--- config.mk ---
export PLATFORM = sky130hd
export DESIGN_NAME = rv_fetch_stage
export DESIGN_NICKNAME = d
export VERILOG_FILES = /design/src/rtl/rv_fetch_stage.sv
export SDC_FILE = /design/constraint.sdc
export NUM_CORES = 1
export LEC_CHECK = 0
export ABC_AREA = 1
export BUFFER_PORTS_ARGS = -buffer_cell sky130_fd_sc_hd__buf_2
export CORE_ASPECT_RATIO = 0.8
export CORE_MARGIN = 4
export CORE_UTILIZATION = 50
export CTS_CLUSTER_DIAMETER = 40
export DETAILED_ROUTE_END_ITERATION = 10
export GPL_TIMING_DRIVEN = 0
export PLACE_DENSITY = 0.85
export SLEW_MARGIN = 20
export SYNTH_ARGS = -nofsm -noshare
export SYNTH_HDL_FRONTEND = slang
export SYNTH_SLANG_ARGS = --single-unit
export TNS_END_PERCENT = 100
--- constraint.sdc ---
create_clock -name clk -period 2.1 [get_ports clk]
set_input_delay 0.42 -clock clk [delete_from_list [all_inputs] [get_ports clk]]
set_output_delay 0.42 -clock clk [all_outputs]
set_load 0.1 [all_outputs]
--- src/rtl/rv_fetch_stage.sv ---
// RV32I instruction-fetch stage: PC register, single-outstanding imem handshake and IF/ID register.
// A response belonging to a squashed request is swallowed by the DRAIN state.
module rv_fetch_stage #(
  parameter int              AW        = 32,
  parameter logic [AW-1:0]   RESET_PC  = '0,
  parameter logic [31:0]     NOP_INSTR = 32'h0000_0013
) (
  input  logic          clk,
  input  logic          rst,
  output logic          imem_req,
  output logic [AW-1:0] imem_addr,
  input  logic          imem_ready,
  input  logic          imem_rvalid,
  input  logic [31:0]   imem_rdata,
  input  logic          stall,
  input  logic          if_flush,
  input  logic [AW-1:0] branch_target,
  output logic [AW-1:0] ifid_pc,
  output logic [31:0]   ifid_instr,
  output logic          ifid_valid
);

  typedef enum logic [1:0] {S_FETCH, S_WAIT, S_HOLD, S_DRAIN} state_t;

  state_t        state;
  logic [AW-1:0] pc;
  logic [31:0]   hold_instr;
  logic          accept;
  logic          word_ready;
  logic          load_new;
  logic [31:0]   new_instr;

  assign imem_req   = (state == S_FETCH) && !rst;
  assign imem_addr  = pc;
  assign accept     = imem_req && imem_ready;
  assign word_ready = ((state == S_WAIT) && imem_rvalid) || (state == S_HOLD);
  assign load_new   = word_ready && !stall && !if_flush;
  assign new_instr  = (state == S_HOLD) ? hold_instr : imem_rdata;

  always_ff @(posedge clk) begin
    if (rst) begin
      pc         <= RESET_PC;
      state      <= S_FETCH;
      hold_instr <= NOP_INSTR;
      ifid_pc    <= '0;
      ifid_instr <= NOP_INSTR;
      ifid_valid <= 1'b0;
    end else begin
      if (if_flush) begin
        ifid_instr <= NOP_INSTR;
        ifid_valid <= 1'b0;
      end else if (!stall) begin
        if (load_new) begin
          ifid_instr <= new_instr;
          ifid_pc    <= pc;
          ifid_valid <= 1'b1;
        end else begin
          ifid_instr <= NOP_INSTR;
          ifid_valid <= 1'b0;
        end
      end

      // A redirect decides whether an in-flight response still has to be swallowed.
      if (if_flush) begin
        pc <= branch_target;
        case (state)
          S_FETCH: state <= accept ? S_DRAIN : S_FETCH;
          S_WAIT:  state <= imem_rvalid ? S_FETCH : S_DRAIN;
          S_HOLD:  state <= S_FETCH;
          S_DRAIN: state <= imem_rvalid ? S_FETCH : S_DRAIN;
          default: state <= S_FETCH;
        endcase
      end else begin
        if (load_new) pc <= pc + AW'(4);
        case (state)
          S_FETCH: if (accept) state <= S_WAIT;
          S_WAIT: begin
            if (imem_rvalid) begin
              if (stall) begin
                hold_instr <= imem_rdata;
                state      <= S_HOLD;
              end else begin
                state <= S_FETCH;
              end
            end
          end
          S_HOLD:  if (!stall) state <= S_FETCH;
          S_DRAIN: if (imem_rvalid) state <= S_FETCH;
          default: state <= S_FETCH;
        endcase
      end
    end
  end

endmodule

==> flow_summary.yaml, run 1 <==
cells_and_area:
  area_used_by_multi_input_combinational_logic_um2: 2780
  regArea_um2: 2630
  area_growth_pct: 27.8
  fin_nets: 1137
  drive_gt1_share_pct: 22.0
  num-fill-cells: 1047
synth:
  synth.net_count: 953
  yosysWarnings: 0
  post_synth_mux_area_share_pct: 0
  async_flop_share_pct: 0
  synth-edff-count: 0
  synthDistinctLibCells: 34
  synth_flop_cell: "dfxtp_1"
  synth_compound_area_share_pct: 18.6
  yosys.area_share.simple_pct: 26.2
  postSynthCellCount: 882
  synth.ff_latch_count: 131
  synth_top_family_by_area: "simple AND/OR/NAND/NOR gates"
  synthesis.area_um2: 5990
  post_synth.cell_area_avg_um2: 6.79
  adder_cell_share_of_the_synthesized_area_pct: 0.209
  post_synth_xor_area_fraction_pct: 1.32
  synth_seq_area_share_pct: 43.8
place:
  global_placement_routability_congestion: 1.05
  dp_slack_ps: -22.8
  place.detailed.hpwl_um: 14200
  place.port_buffers: 165
floorplan:
  floorplan.initialDensity_pct: 51.6
  die_height_um: 106
  num_rows: 35
  die_area_um2: 13800
  io_pins: 168
  core_area_um2: 11600
  fp.dieW_um: 130
global_routing:
  grt-ovfl-total: 0
  globalRouteTotalUtil_pct: 28.2
  antenna_found_initial: 1
  first_global_vias: 6200
  grt_max_degree: 17
  grt_pass1_wl_um: 30800
setup_path:
  crit_required_ps: 1680
  r2r_cells: 10
  r2r-start: "state[0]$_SDFFE_PP0P_"
  reg2reg_slack_ps: 330
  critical_path.endpoint: "imem_req"
  critPathMaxFanout: 5
  worst_ep_arrival_time_ps: 1470
  worst_setup_path_start_kind: "flop"
  crit_start: "state[0]$_SDFFE_PP0P_"
  crit_end_element: "output pin"
  critical_path.reg2reg.endpoint: "imem_addr[27]$_SDFFE_PP0P_"
  timing_worst_setup_path_type: "flop to output pin"
clocking:
  cts-buffers-inserted: 17
  cts_tree: "built"
  numClockSinks: 131
  clock_path_buffers: 2
  clk_pin_slew_worst_paths_ps: 60
  htree_levels: 4
  post_cts_resized: 0
  holdBufCountCts: 0
  cts.repair_timing.setup_buffer_count: 0
  worst_skew_pair.late_latency_ps: 420
  clock_root_buffer: "clkbuf_16"
drt:
  post_drt_wl_per_cell_um: 16.1
  remaining_drc_errors: 0
  vias: 6750
  firstDrtPassIters: 5
  ant_nets: 0
  dr_iter_0_viols: 681
  route.detailed.vias_per_inst: 5.50
  totalWireLength_um: 19800
power_and_ir_drop:
  p_total_uw: 6830
  p_clk_share_pct: 46.5
  combPwrFrac_pct: 14.8
  net_sw_share_pct: 30.1
  net_switching_component_of_the_power_uw: 2060
  maximum_ir_drop_on_the_vdd_rail_mv: 0.556
  power.leakage_uw: 0.00345
  proportion_of_power_drawn_by_flip_flops_and_latches_pct: 38.6
  p_per_area_nw_per_um2: 892
  internal_power_uw: 4770
sta:
  max_freq_mhz: 529
  timing.final.crit_share_pct: 90.1
  worst_slack_ps: 209
  final_max_tran_viols: 0
  hold_ws_ps: 222
  tightestPinTransition_ps: 662
  fin_worst_skew_ps: 10.6
  fin_crit_ps: 1890
  final.setup.tns_ps: 0
  slew_headroom_pct: 55.9
  timing.final.setup_violations: 0
  rsz0062_at_grt: "false"
  final-hold-violation-count: 0
status:
  status: "complete, no violations"
job:
  max_cap_violations: 0
min_path:
  hold_path_startpoint: "imem_rdata[0]"
  class_of_the_worst_hold_path: "input port to flop"
==> worst max-delay path, cell delays in order (launching register included) <==
cell,delay [ps]
dfxtp_1,390
nor3_4,200
buf_2,470
==> per-stage QoR <==
stage / std cells / instance area [µm²] / utilization, %
after detailed placement: 1195 / 7020 / 60.5
final: 1228 / 7650 / 66.0
after global routing: 1228 / 7650 / 66.0
after global placement: 1195 / 7020 / 60.5
after floorplan: 882 / 6010 / -
after CTS: 1227 / 7650 / 65.9
==> power groups by stage <==
stage | Combinational [µW] | Sequential [µW] | Clock, µW
finish | 1010 | 2640 | 3180
global route | 1070 | 2640 | 3290
CTS | 1000 | 2630 | 3170
detailed placement | 992 | 2690 | 0
global placement | 982 | 2690 | 0
floorplan | 325 | 3090 | 0
==> final cells by class <==
class,count,area share [%]
multi-input combinational,607,36.4
sequential,131,34.3
timing repair buffer,165,10.8
clock buffer,17,5.56
inverter,95,4.66
buffer,49,3.11
clock inverter,15,2.73
tap,148,2.42
antenna,1,0.0327
==> layer usage <==
metal  GRT usage, %  vias up  routed length [µm]
met2           42.9      391                8550
met4           9.18        0                 550
met5              0        -                   0
met1           38.5     3096                8360
li1               -     3207                   -
met3           8.04       56                2360
==> Yosys cell counts, types with 5 or more instances <==
| master | instances | area share, % |
|---|---|---|
| clkbuf_1 | 30 | 1.9 |
| nand2_1 | 257 | 16 |
| buf_2 | 13 | 1.1 |
| o21ai_0 | 91 | 7.6 |
| inv_1 | 91 | 5.7 |
| a31oi_1 | 6 | 0.63 |
| nor2_1 | 64 | 4.0 |
| a21oi_1 | 105 | 8.8 |
| xor2_1 | 8 | 1.2 |
| dfxtp_1 | 131 | 44 |
| nand3_1 | 33 | 2.8 |
| nand4_1 | 6 | 0.63 |
| nor3_1 | 5 | 0.42 |
==> sequential cells by signal, summed over array words and instances, names as in the netlist <==
signal and cells:
ifid_valid 1, state 2, ifid_pc 32, imem_addr 32, ifid_instr 32, hold_instr 32
==> cells in the final DEF, fill, tap and decap left out, types with 2 or more instances in the layout <==
cell type and count:
o211ai_1 2, clkinv_4 6, a31oi_1 6, o21ai_0 91, nor2_2 2, nor2_4 2
nand4_1 6, nand2_2 4, clkbuf_16 17, nand2_1 257, nor3_1 4, nand3_1 33
o21ai_1 3, nand2_4 2, dfxtp_2 4, bufinv_16 4, inv_2 4, nand3b_1 4
xor2_1 8, clkinvlp_4 3, clkbuf_1 30, dfxtp_1 127, buf_2 178, inv_1 91
a211oi_1 3, nor2_1 64, buf_4 2, a21oi_1 105, buf_6 4
==> worst min-delay path by stage <==
stage,endpoint,depth (start not counted)
after CTS,hold_instr[0]$_SDFFE_PP1P_,3
final,hold_instr[0]$_SDFFE_PP1P_,3
after detailed placement,ifid_instr[0]$_SDFFE_PP1N_,2
after floorplan,hold_instr[10]$_SDFFE_PP0P_,2
after global placement,ifid_instr[0]$_SDFFE_PP1N_,2
after global routing,hold_instr[0]$_SDFFE_PP1P_,3
==> kinds of logic (layout without fill, tap and decap cells) <==
logic type,after synthesis,after routing
fa+ha+maj,1,1
simple gates,382,382
xor+xnor,9,9
flops,131,131
buf+inv,144,341
compound gates,215,215
other cells,0,1
Power figures use the tool's default switching activity.
==> run 2: changes to the inputs <==
--- a/config.mk
+++ b/config.mk
@@ -5,15 +5,16 @@
 export SDC_FILE = /design/constraint.sdc
 export NUM_CORES = 1
 export LEC_CHECK = 0
-export ABC_AREA = 1
 export BUFFER_PORTS_ARGS = -buffer_cell sky130_fd_sc_hd__buf_2
+export CELL_PAD_IN_SITES_DETAIL_PLACEMENT = 0
+export CELL_PAD_IN_SITES_GLOBAL_PLACEMENT = 1
 export CORE_ASPECT_RATIO = 0.8
 export CORE_MARGIN = 4
-export CORE_UTILIZATION = 50
+export CORE_UTILIZATION = 41
 export CTS_CLUSTER_DIAMETER = 40
 export DETAILED_ROUTE_END_ITERATION = 10
 export GPL_TIMING_DRIVEN = 0
-export PLACE_DENSITY = 0.85
+export PLACE_DENSITY = 0.94
 export SLEW_MARGIN = 20
 export SYNTH_ARGS = -nofsm -noshare
 export SYNTH_HDL_FRONTEND = slang
==> flow_summary.yaml, run 2 <==
status:
  status: "complete, no violations"
place:
  place.port_buffers: 166
  dp_cells: 1019
  global_placement_routability_congestion: 0.813
  place.detailed.hpwl_um: 12200
synth:
  synthesis.area_um2: 5700
  synth_largest_type_area_fraction_pct: 46.0
  synth_seq_area_share_pct: 46.0
  netlist_top_cells_count: "139 x nand2_1, 131 x dfxtp_1, 82 x a21oi_1"
  synth-edff-count: 0
  post_synth.cell_area_avg_um2: 8.47
  yosysWarnings: 0
  postSynthCellCount: 673
  yosysTopAreaCell: "dfxtp_1"
  synth.ff_latch_count: 131
  synthDistinctLibCells: 42
  synth.net_count: 744
  async_flop_share_pct: 0
  synth_flop_cell: "dfxtp_1"
  yosysMostFrequentCell: "nand2_1"
  yosys-top-cells-area: "dfxtp_1 46%, nand2_1 9.2%, a21oi_1 7.2%"
power_and_ir_drop:
  p_per_area_nw_per_um2: 880
  power.leakage_uw: 0.00317
  maximum_ir_drop_on_the_vdd_rail_mv: 0.676
floorplan:
  io_pins: 168
  die_height_um: 113
  num_rows: 38
  fp.dieW_um: 140
  floorplan.initialDensity_pct: 41.9
  die_area_um2: 15900
  core_area_um2: 13600
clocking:
  cts_tree: "built"
  htree_levels: 4
  clk_pin_slew_worst_paths_ps: 60
  clock_path_buffers: 2
  numClockSinks: 131
  clock_root_buffer: "clkbuf_16"
  cts-buffers-inserted: 17
  holdBufCountCts: 0
  worst_skew_pair.late_latency_ps: 410
drt:
  vias: 5359
  ant_nets: 0
  firstDrtPassIters: 5
  totalWireLength_um: 16700
  dr_iter_0_viols: 322
  route.detailed.vias_per_inst: 5.09
  post_drt_wl_per_cell_um: 15.9
  remaining_drc_errors: 0
sta:
  fin_worst_skew_ps: 10.1
  rsz0062_at_grt: "true"
  timing.final.setup_violations: 0
  hold_ws_ps: 244
  timing.final.crit_share_pct: 97.1
  fin_crit_ps: 2040
  tightestPinTransition_ps: 758
  final-hold-violation-count: 0
  slew_headroom_pct: 49.5
  final_max_tran_viols: 0
  max_freq_mhz: 490
cells_and_area:
  n_antenna_cell: 0
  area_growth_pct: 31.7
  fin_nets: 930
  finish.cell_count_without_fillers: 1052
  mostFrequentLayoutCell: "buf_2"
  final_cell_mix: "175 x buf_2, 139 x nand2_1, 104 x dfxtp_1, 81 x a21oi_1, 49 x nor2_1"
  drive_gt1_share_pct: 34.3
setup_path:
  critPathMaxFanout: 5
  critical_path.endpoint: "imem_addr[21]$_SDFFE_PP0P_"
  crit_slowest_cell: "a2111oi_4"
  r2r-start: "state[1]$_SDFFE_PP0P_"
  crit_start: "state[1]$_SDFFE_PP0P_"
  r2r_cells: 6
  timing_worst_setup_path_type: "flop to flop"
  critical_path.reg2reg.endpoint: "imem_addr[21]$_SDFFE_PP0P_"
  worst_ep_arrival_time_ps: 2330
  crit_required_ps: 2390
  crit_chain: "nand3b_1, buf_4, a2111oi_4, nand2_2, o21a_1, a2111oi_1"
  crit_end_element: "flop"
  worst_setup_path_start_kind: "flop"
  worst_path_largest_cell_delay_ps: 480
  reg2reg_slack_ps: 60
global_routing:
  globalRouteTotalUtil_pct: 20.6
  first_global_vias: 5267
  grt_max_degree: 17
  grt-ovfl-total: 0
  grt_pass1_wl_um: 26500
  antenna_found_initial: 0
job:
  max_cap_violations: 0
min_path:
  class_of_the_worst_hold_path: "input port to flop"
[run 2: worst min path at each step]
stage                                       endpoint  cells after the start                        from
after floorplan           hold_instr[0]$_SDFFE_PP1P_                      2  hold_instr[0]$_SDFFE_PP1P_
after global placement       ifid_pc[9]$_SDFFE_PP0P_                      2     ifid_pc[9]$_SDFFE_PP0P_
after detailed placement    ifid_pc[19]$_SDFFE_PP0P_                      2    ifid_pc[19]$_SDFFE_PP0P_
after CTS                 hold_instr[4]$_SDFFE_PP1P_                      3               imem_rdata[4]
after global routing      hold_instr[4]$_SDFFE_PP1P_                      3               imem_rdata[4]
final                     hold_instr[4]$_SDFFE_PP1P_                      3               imem_rdata[4]
[run 2: area by class of cell]
cell class	instances	area, µm²
clock buffer	18	450
fill	1315	6090
timing repair buffer	168	846
clock inverter	14	174
tap	180	225
buffer	52	265
inverter	26	97.6
sequential	131	2670
multi-input combinational	463	2780
[run 2: logic make-up (layout without fill, tap and decap cells)]
logic type | Yosys count | count (layout) | synth area share (%)
and+or+nand+nor | 246 | 246 | 19.1
buffers and inverters | 79 | 278 | 5.82
AOI/OAI and AO/OA | 148 | 148 | 16.7
adders and majority gates | 1 | 1 | 0.219
muxes | 44 | 44 | 8.45
xor gates and xnor gates | 24 | 24 | 3.69
DFF | 131 | 131 | 46.0
[run 2: power breakdown]
part           switching [µW]  internal, µW  leakage [µW]  total [µW]
Sequential               77.1          2550       0.00107        2620
Clock                    1170          1950      0.000302        3120
Combinational             632           232       0.00180         864
Total                    1880          4730       0.00317        6610
[run 2: per-layer routing]
| metal | global-route usage [%] | share of wire (%) | vias to the layer above |
|---|---|---|---|
| met5 | 0 | 0 | - |
| met2 | 32.6 | 45 | 153 |
| li1 | - | - | 2676 |
| met4 | 6.71 | 1.9 | 0 |
| met3 | 5.32 | 6.3 | 21 |
| met1 | 27.8 | 47 | 2509 |
[run 2: through the flow]
step	setup slack [ps]	TNS (ps)	util (%)	area [µm²]	total power, µW
final	60.6	0	55.2	7510	6610
after global routing	-27.9	-29.5	55.2	7510	6830
after CTS	8.41	0	54.8	7460	6660
after detailed placement	-219	-6780	50.1	6820	3530
after global placement	-205	-6530	50.1	6820	3530
after floorplan	7.31	0	-	5760	3310
[run 2: timing repair]
item | 4_1_cts | 5_1_grt
setup buffers | 0 | 2
endpoints found under the setup margin | 61 | 104
resized for setup | 6 | 26
[run 2: worst max-delay path, delay by kind of cell (launching register included)]
| kind | cells | cell delay [ps] |
|---|---|---|
| flops | 1 | 350 |
| buf+inv | 1 | 180 |
| compound gates | 3 | 1020 |
| simple gates | 2 | 390 |
